**config.mk**
```make
export PLATFORM = sky130hd
export DESIGN_NAME = serial_tasizan
export DESIGN_NICKNAME = d
export VERILOG_FILES = /design/src/rtl/serial_tasizan.sv
export SDC_FILE = /design/constraint.sdc
export NUM_CORES = 1
export LEC_CHECK = 0
export CAP_MARGIN = 25
export CORE_MARGIN = 5
export CORE_UTILIZATION = 40
export CTS_CLUSTER_DIAMETER = 150
export CTS_CLUSTER_SIZE = 10
export DETAILED_ROUTE_END_ITERATION = 7
export PLACE_DENSITY = 0.72
export SLEW_MARGIN = 5
export SYNTH_ARGS = -nofsm -noshare
export SYNTH_HDL_FRONTEND = slang
export SYNTH_SLANG_ARGS = --single-unit
```
**constraint.sdc**
```tcl
create_clock -name clk -period 1.85 [get_ports clk]
set_clock_uncertainty 0.15 [all_clocks]
set_input_delay 0.185 -clock clk [delete_from_list [all_inputs] [get_ports clk]]
set_output_delay 0.185 -clock clk [all_outputs]
set_load 0.02 [all_outputs]
```
**src/rtl/serial_tasizan.sv**
```systemverilog
// rtl/serial_tasizan.sv - digit-serial adder/subtractor, one DIGIT-bit slice reused N=WIDTH/DIGIT cycles
// Optional signed overflow output compiled in with SERIAL_TASIZAN_OVF_EN.
module serial_tasizan #(
  parameter int WIDTH = 16,
  parameter int DIGIT = 4
) (
  input  logic             clk,
  input  logic             rst,
  input  logic             start,
  input  logic             sub,
  input  logic [WIDTH-1:0] a,
  input  logic [WIDTH-1:0] b,
  input  logic             cin,
  output logic             busy,
  output logic             done,
  output logic [WIDTH-1:0] s,
  output logic             cout
`ifdef SERIAL_TASIZAN_OVF_EN
  ,
  output logic             ovf
`endif
);

  localparam int N  = WIDTH / DIGIT;
  localparam int CW = (N > 1) ? $clog2(N) : 1;

  typedef enum logic {IDLE, RUN} state_t;

  state_t           state;
  logic [WIDTH-1:0] opa;
  logic [WIDTH-1:0] opb;
  logic [WIDTH-1:0] res;
  logic             carry;
  logic [CW-1:0]    cnt;

  logic [DIGIT:0]   dsum;
  logic [WIDTH-1:0] res_next;
  logic             last;

  // Digit sums enter the result register from the top, so after N digits
  // the least-significant digit has walked down to bit 0.
  always_comb begin
    dsum     = {1'b0, opa[DIGIT-1:0]} + {1'b0, opb[DIGIT-1:0]} + {{DIGIT{1'b0}}, carry};
    res_next = (res >> DIGIT) | (WIDTH'(dsum[DIGIT-1:0]) << (WIDTH - DIGIT));
    last     = (cnt == CW'(N - 1));
  end

  always_ff @(posedge clk) begin
    if (rst) begin
      state <= IDLE;
      busy  <= 1'b0;
      done  <= 1'b0;
      s     <= '0;
      cout  <= 1'b0;
      opa   <= '0;
      opb   <= '0;
      res   <= '0;
      carry <= 1'b0;
      cnt   <= '0;
`ifdef SERIAL_TASIZAN_OVF_EN
      ovf   <= 1'b0;
`endif
    end else begin
      done <= 1'b0;
      case (state)
        IDLE: begin
          if (start) begin
            opa   <= a;
            opb   <= sub ? ~b : b;
            carry <= cin ^ sub;
            cnt   <= '0;
            res   <= '0;
            busy  <= 1'b1;
            state <= RUN;
          end
        end
        RUN: begin
          opa   <= opa >> DIGIT;
          opb   <= opb >> DIGIT;
          res   <= res_next;
          carry <= dsum[DIGIT];
          cnt   <= cnt + CW'(1);
          if (last) begin
            s     <= res_next;
            cout  <= dsum[DIGIT];
`ifdef SERIAL_TASIZAN_OVF_EN
            // carry into the MSB recovered as a^b^sum at that bit position
            ovf   <= opa[DIGIT-1] ^ opb[DIGIT-1] ^ dsum[DIGIT-1] ^ dsum[DIGIT];
`endif
            done  <= 1'b1;
            busy  <= 1'b0;
            state <= IDLE;
          end
        end
        default: state <= IDLE;
      endcase
    end
  end

endmodule

```
After elaboration in Yosys (flattened, before gate mapping):

Cells that the tools add are included.

* output and inout port bits: 19
* bits of input ports: 37
* word-level logic and storage cells: 41
* flip-flop bits (word level): 71

* equal/unequal tests: 3
* bitwise gates (word level): 4
* add/subtract/negate cells: 3
* mux-type cells: 18
* reductions and logical operators: 3

Operator list (count)
* $pmux 16 s2: 3
* $mux 16: 4
* $not 16->16: 1
* $or 12x16->16: 1
* $mux 1: 6
* $pmux 1 s2: 3
* $add 4x4->5: 1
* $add 5x1->5: 1
* $pmux 2 s2: 1
* $reduce_and 2->1: 2
* $add 2x1->2 const B: 1
* $eq 2x2->1 const B: 1
* $mux 2: 1
* $ne 2x1->1 const B: 1
* $ne 2x2->1 const B: 1
* $reduce_or 2->1: 1
* $not 1->1: 1
* $xor 1x1->1: 1

Logic depth before layout (Yosys ltp):

* word-level depth: 4
* mapped depth: 6
* gate-level depth less buffers: 5

Worst setup path after synthesis:

OpenSTA, ideal clock, no wires.

* kind: register -> register
* start point: register opa[0]
* end point: register cout
* stages on the path, launching flop included: 6
* path buffers: 0
* setup time: 0.122 ns
* period minus slack after synthesis: 1.808 ns
* required time: 1.578 ns
* setup slack: 0.042 ns
* arrival time: 1.536 ns
* cell sequence: dfxtp_1 > fa_1 > fa_1 > a21o_1 > a21oi_1 > o21ai_0

* word-level cells in the longest chain between the ends: 2

Ends and longest elaborated chain
* start, declared: line 30 `logic [WIDTH-1:0] opa;`
* start signal, assigned: line 78 `opa <= opa >> DIGIT;`
* $add 4x4->5: line 43 `dsum = {1'b0, opa[DIGIT-1:0]} + {1'b0, opb[DIGIT-1:0]} + {{DIGIT{1'b0}}, carry};`
* $add 5x1->5: line 43
* end signal, assigned: line 85 `cout <= dsum[DIGIT];`
* end, declared: line 17 `output logic cout`

No other way between the ends.
A chain may end at the register's enable or synchronous reset.

Worst setup path after layout:

Same ends and word-level chain as after synthesis.

==> results by group <==
Detailed routing
  • Iter 0 DRT Violations: 85
  • Drt drc: 0
  • Drt total wl: roughly 6.0 mm
  • ANT nets after route: 0
  • Drt wl/cell: between 10 and 15 um
  • Via count: 2172
  • Drt pass-1 iters: 4
  • Vias per cell: a little under 5

Pwr
  • Switching share of power: between 20% and 30%
  • Leak pwr: roughly 1.5 nW
  • Clock group share of total power: between 30% and 40%
  • Pwr/cell area: approximately 810 nW/um2
  • Switching power: 0.760 mW
  • Comb power frac: between 10% and 20%
  • Flop pwr share: between 50% and 60%
  • VDD IR-drop max: roughly 0.35 mV
  • Total power: between 3 and 4 mW
  • Cell Int Power: ~2.3 mW

CTS
  • Clock root buffer: clkbuf_8
  • Clk pin slew, worst setup/hold paths: around 0.07 ns
  • Total CTS buffers: 9
  • Worst-case clock buffer depth: 2
  • H-tree level count: 3
  • Clock Latency Late Sink: 0.33 ns
  • Clock sinks: 67
  • CTS tree: yes
  • Hold buffer count at CTS: 0
  • # Post-CTS Setup Buffers: 0

Critical path
  • Critical path type: reg2reg
  • Critical Path AT: ~1.9 ns
  • CP max stage cell: fa_2
  • Most used cell, CP: fa_2
  • WP data required: 1.92 ns
  • Crit path capture: cout
  • Startpoint Class: register
  • Worst Setup SP: opa[0]
  • Worst stage delay on the critical path: 0.41 ns
  • CP Depth: 5
  • R2R setup slack: between 0.06 and 0.07 ns
  • R2R Path End: cout
  • Crit Path Max Fanout: 2
  • Worst setup EP type: register
  • R2R Path Start: opa[0]
  • CP Cell Sequence: fa_2 > fa_2 > a21o_1 > a21oi_2 > o21ai_0
  • CP top delay family: adder cells
  • Buf/Inv on CP: 0
  • Reg2Reg Depth: 5

Logic synthesis
  • YS warnings: 0
  • Leading area contributor after synthesis: dfxtp_1
  • Cell Area, Synth: around 3000 um2
  • Post-synth EDFFs: 0
  • Sequential fraction of the synthesis area: 45.1%
  • Mean area per synthesized cell: around 11 um2
  • Post-synth ARST share: 0%
  • Synth cell types: 35
  • Synth Instances: approximately 280
  • Ys flop type: dfxtp_1
  • Flop and latch count out of synthesis: between 60 and 70
  • Syn_nets: 324
  • Ranking of synthesized cells by area: dfxtp_1 45%, mux2i_1 10%, a22o_1 4.4%
  • Post-synth top area share: a little under half

Final layout
  • Layout cells sized above 1: between 10% and 20%
  • Diode count: 0
  • Area Growth Syn to Fin: 26.0%
  • Nets: 378

Global route
  • Largest net degree at the start of global routing: 53
  • Tot GR Track Use: 14.5%
  • Vias in the first global route: 2213
  • GRT overflow: 0
  • First-pass GRT wire length: 10.4 mm
  • Antenna violations before repair: 0

Job
  • Max-cap check violation count: 0

Timing
  • Final Critical Period: between 1.5 and 2 ns
  • WHS: 0.248 ns
  • F_max: approximately 560 MHz
  • Final Cycle Share: approximately 97%
  • Final Hold Viols: 0
  • Worst slew margin: 62.8%
  • Final Max Slew Viols: 0
  • Tightest Pin Transition: between 0.5 and 0.6 ns
  • Final setup viols: 0

Place
  • Routability congestion estimate: 0.807
  • Dpl hpwl: between 4 and 5 mm
  • PortBufs: 55

Floorplan
  • DIE HEIGHT: ~96 um
  • Die area: approximately 9000 um2
  • Initial Utilization: between 40% and 50%
  • IO Pins: between 50 and 60
  • FP Rows: 31
  • Die W: roughly 96 um
  • Core area: around 7300 um2

Run status
  • Status: finished clean

Worst hold path
  • Hold WC Path Type: in2reg
-- state kept, by name (all words and copies together), names as in the netlist --
register and flops:
cout 1, res 12, carry 1, busy 1, state 1, done 1, s 16, cnt 2
opa 16, opb 16
-- layer usage --
metal / track usage (%) / vias up / routed length (um)
met5: 0 / - / 0
met4: 5.21 / 0 / 104
met3: 3.99 / 9 / 355
met2: 23.5 / 60 / 2940
met1: 18.4 / 1004 / 2640
li1: - / 1099 / -
-- power groups by stage --
stage | Sequential (mW) | Combinational, mW | Clock [mW]
floorplan | 1.57 | 0.287 | 0
global placement | 1.57 | 0.401 | 0
detailed placement | 1.58 | 0.409 | 0
CTS | 1.54 | 0.412 | 1.12
global route | 1.55 | 0.457 | 1.18
finish | 1.54 | 0.410 | 1.09
-- worst min-delay path, stage by stage --
cell,delay (ns)
buf_2,0.11
buf_12,0.19
nor2_1,0.12
a211oi_1,0.05
-- cells in the mapped netlist, drive strengths merged, types with 12 or more instances --
master,instances
mux2i,30
a22o,15
buf,23
a21oi,15
nor2,35
o22ai,13
nand2,15
dfxtp,67
xor2,14
nor3b,13
mux2,12
-- cells in the final DEF, fill, tap and decap left out, types with 5 or more instances in the layout --
master           netlist  routed
a21oi_1               14      13
mux2i_1               30      30
nand2_1               14      14
clkdlybuf4s50_1        0      54
a22o_1                15      15
xor2_1                14      14
mux2_2                 5       5
nor3b_1               13      13
buf_4                  5       9
o22ai_1               13      13
dfxtp_1               67      66
nor2_1                35      35
clkbuf_8               0      11
mux2_4                 7       7
-- cell type report --
type / instances / area (um2)
fillers: 683 / 3500
multi-input cells: 190 / 1440
flip-flops and latches: 67 / 1340
repair buffers: 66 / 653
clock buffers: 12 / 155
well taps: 99 / 124
clock inverters: 4 / 25.0
inverters: 1 / 6.26
-- kinds of logic after synthesis --
| family | count (synthesis) | share of synthesized area (%) |
|---|---|---|
| buffers and inverters | 24 | 6.73 |
| muxes | 42 | 15.5 |
| AOI/OAI and AO/OA | 52 | 12.1 |
| and+or+nand+nor | 72 | 12.3 |
| adders and majority gates | 6 | 3.03 |
| xor gates and xnor gates | 18 | 5.30 |
| DFF | 67 | 45.1 |
-- metrics by stage --
| stage | cell area, um2 | setup WS [ns] | instances | TNS (ns) | utilization, % |
|---|---|---|---|---|---|
| 2_1_floorplan | 2980 | 0.0423 | 281 | 0 | - |
| 3_3_place_gp | 3560 | -0.0149 | 423 | -0.0232 | 49.1 |
| 3_5_place_dp | 3560 | -0.0507 | 423 | -0.103 | 49.1 |
| 4_1_cts | 3750 | 0.0449 | 439 | 0 | 51.6 |
| 5_1_grt | 3750 | -0.0154 | 439 | -0.0255 | 51.7 |
| 6_report | 3750 | 0.0624 | 439 | 0 | 51.7 |
-- repair_timing --
item,in CTS,in global routing
endpoints found under the setup margin,4,2
gates resized for setup,2,1
pin swaps,0,0
-- worst min-delay path by stage --
| stage | start | end | slack, ns | cells past startpoint |
|---|---|---|---|---|
| after floorplan | a[12] | opa[12] | 0.18 | 2 |
| after global placement | opb[14] | opb[10] | 0.30 | 2 |
| after detailed placement | busy | busy | 0.31 | 1 |
| after CTS | start | opb[13] | 0.24 | 4 |
| after global routing | start | opb[14] | 0.27 | 4 |
| final | start | opb[15] | 0.25 | 4 |
(Power assumes the default switching activity.)
==> patch (config.mk and constraints unchanged) <==
The option `SERIAL_TASIZAN_OVF_EN` is turned on by a define.
--- a/src/rtl/serial_tasizan.sv
+++ b/src/rtl/serial_tasizan.sv
@@ -1,4 +1,6 @@
 // rtl/serial_tasizan.sv - digit-serial adder/subtractor, one DIGIT-bit slice reused N=WIDTH/DIGIT cycles
 // Optional signed overflow output compiled in with SERIAL_TASIZAN_OVF_EN.
+`define SERIAL_TASIZAN_OVF_EN
+
 module serial_tasizan #(
   parameter int WIDTH = 16,
Behaviour (old outputs only; new: ovf): unchanged (Yosys induction, for registers that start in step).
==> patch against the original RTL <==
- the flow now finishes with violations (negative setup slack)
- sequential share of layout area up 0.21 points
- critical path type unchanged
- sequential cell count up 1
- count of clock-buffer cells in the layout up 1
- worst setup slack worse by 0.11 ns
- final area up 1.0%
- wire length down 2.4%
- fmax down 5.9%
- total power up 11%
- synthesized area down 3.4%
==> patch: results (changes against the original RTL) <==
- Status: complete, but fails checks
- Failing checks: negative setup slack
- Initial antenna violation count: 0 (unchanged)
- CP startpoint: carry
- Clock Pin Slew Worst Setup and Hold Paths: 0.07 ns (about the same)
- Post-DP HPWL: 4.28 mm (+1.4%)
- Final WL: 5.89 mm (-2.4%)
- Slew margin rel.: 74.7% (+12 points)
- Setup crit end kind: flip-flop
- Port Buffer Count: 56 (+1.8%)
- YS warnings: 0 (unchanged)
- Leak: 1.49 nW (-1.9%)
- Post-placement cell count: 452 (+6.9%)
- Hold path start: start
- First-pass GRT wire length: 9.90 mm (-4.5%)
- Gate Count Post-Synth: 310 (+10%)
- Yosys top cell area share: 47.3% (+2.3 points)
- Diodes inserted: 0 (unchanged)
- Post-Synth Adder-Cell Area: 3.13% (+0.11 points)
- Post-DP Area: 3540 um2 (-0.53%)
- Reg2reg path depth: 6 (+1)
- H-tree depth: 3 (unchanged)
- DR vias: 2295 (+5.7%)
- Num CTS Buffers: 9 (unchanged)
- Root Buffer: clkbuf_8
- Syn Nets: 353 (+9.0%)
- Yosys cell types: 31 (-11%)
- Vias in the first global route: 2145 (-3.1%)
- Setup tns final: -0.131 ns (-0.131 ns)
- Largest net degree at the start of global routing: 41 (-23%)
- TritonRoute pass-1 iters: 4 (unchanged)
- Ys async rst share: 0% (unchanged)
- Hold WC Path Type: input port to flip-flop
- Clk_lat worst skew: 0.34 ns
- DRT iter0 DRCs: 63 (-26%)
- Share of layout cells above drive strength 1: 10.8% (-3.0 points)
- Peak VDD IR: 0.000501 V (+43%)
- Top cells by count, synth: nor2_1 (71), dfxtp_1 (68), a21oi_1 (39)
- Synth Area in XOR/XNOR: 6.09% (+0.79 points)
- Largest regs: opa (16), opb (16), s (16)
- Post-synthesis sequential area ratio: 47.3% (+2.3 points)
- Top cells by area, synth: dfxtp_1 (47%), nor2_1 (9.3%), a21oi_1 (6.8%)
- Reg2reg end: carry
- Final GP Congestion: 0.779 (-3.4%)
- CP arrival: 1.97 ns (+0.11 ns)
- CTS Buffer Depth: 2 (unchanged)
- Vias per inst: 4.89 (-1.1%)
- Final nets: 408 (+7.9%)
- # setup viols final: 4 (+4)
- Mux share of post-synthesis cell area: 5.92% (-9.6 points)
- Post-route setup slack: -0.0495 ns (-0.112 ns)
- Worst Path Max Fanout: 3 (+1)
- Net switching power: 0.771 mW (+1.5%)
- Synth Area in Compound Gates: 17.9% (+5.8 points)
- GRT Overall Usage: 14.2% (-0.36 points)
patch: cell count changes after synthesis, moves of 12 or more:
cell / unedited run / this run
xnor2_1: 4 / 19
mux2i_1: 30 / 17
a211oi_1: 4 / 16
xor2_1: 14 / 1
o22ai_1: 13 / 0
nand2_1: 14 / 2
nor2_1: 35 / 71
a21oi_1: 14 / 39
patch: cell type report:
class | instances | area [um2]
Clock buffer | 13 | 169
Clock inverter | 3 | 67.6
Fill cell | 669 | 3350
Inverter | 2 | 7.51
Multi-Input combinational cell | 213 | 1360
Sequential cell | 68 | 1360
Tap cell | 99 | 124
Timing Repair Buffer | 71 | 693
patch: metal layers:
layer,routed length [um],track usage [%]
met5,0,0
met4,72,5.41
met3,354,5.26
met2,2780,22.8
met1,2680,17.2
patch: logic make-up after synthesis:
| logic type | after synthesis |
|---|---|
| simple gates | 91 |
| compound gates | 79 |
| flops | 68 |
| buf+inv | 29 |
| xor+xnor | 20 |
| mux | 17 |
| fa+ha+maj | 6 |
patch: power by group through the flow:
stage	Sequential, mW	Clock [mW]	Combinational (mW)
CTS	1.57	1.43	0.419
detailed placement	1.60	0	0.415
global placement	1.60	0	0.407
finish	1.56	1.40	0.416
floorplan	1.59	0	0.277
global route	1.57	1.50	0.468
patch: worst min path at each step:
| stage | end | slack (ns) | cells past startpoint |
|---|---|---|---|
| 2_1_floorplan | opa[12] | 0.18 | 2 |
| 3_3_place_gp | s[3] | 0.30 | 1 |
| 3_5_place_dp | ovf | 0.30 | 2 |
| 4_1_cts | state | 0.18 | 3 |
| 5_1_grt | state | 0.26 | 3 |
| 6_report | state | 0.20 | 3 |
patch: critical path, stage by stage, from the launching register on:
cell      delay (ns)
dfxtp_2         0.33
fa_2            0.40
fa_2            0.35
a21o_1          0.18
a21oi_2         0.17
nand2b_1        0.13
a21oi_1         0.06
patch: timing repair:
action                     CTS  global route
pin swaps                    4             2
setup buffers                1             0
hold buffers                 0             0
gates resized for setup      2             0
setup endpoints to repair    4             6
patch: metrics by stage:
| step | worst slack [ns] | util, % |
|---|---|---|
| finish | -0.0495 | 53.1 |
| global route | -0.135 | 53.1 |
| CTS | -0.0444 | 53.1 |
| detailed placement | -0.0783 | 49.6 |
| global placement | -0.0224 | 49.6 |
| floorplan | 0.0126 | - |
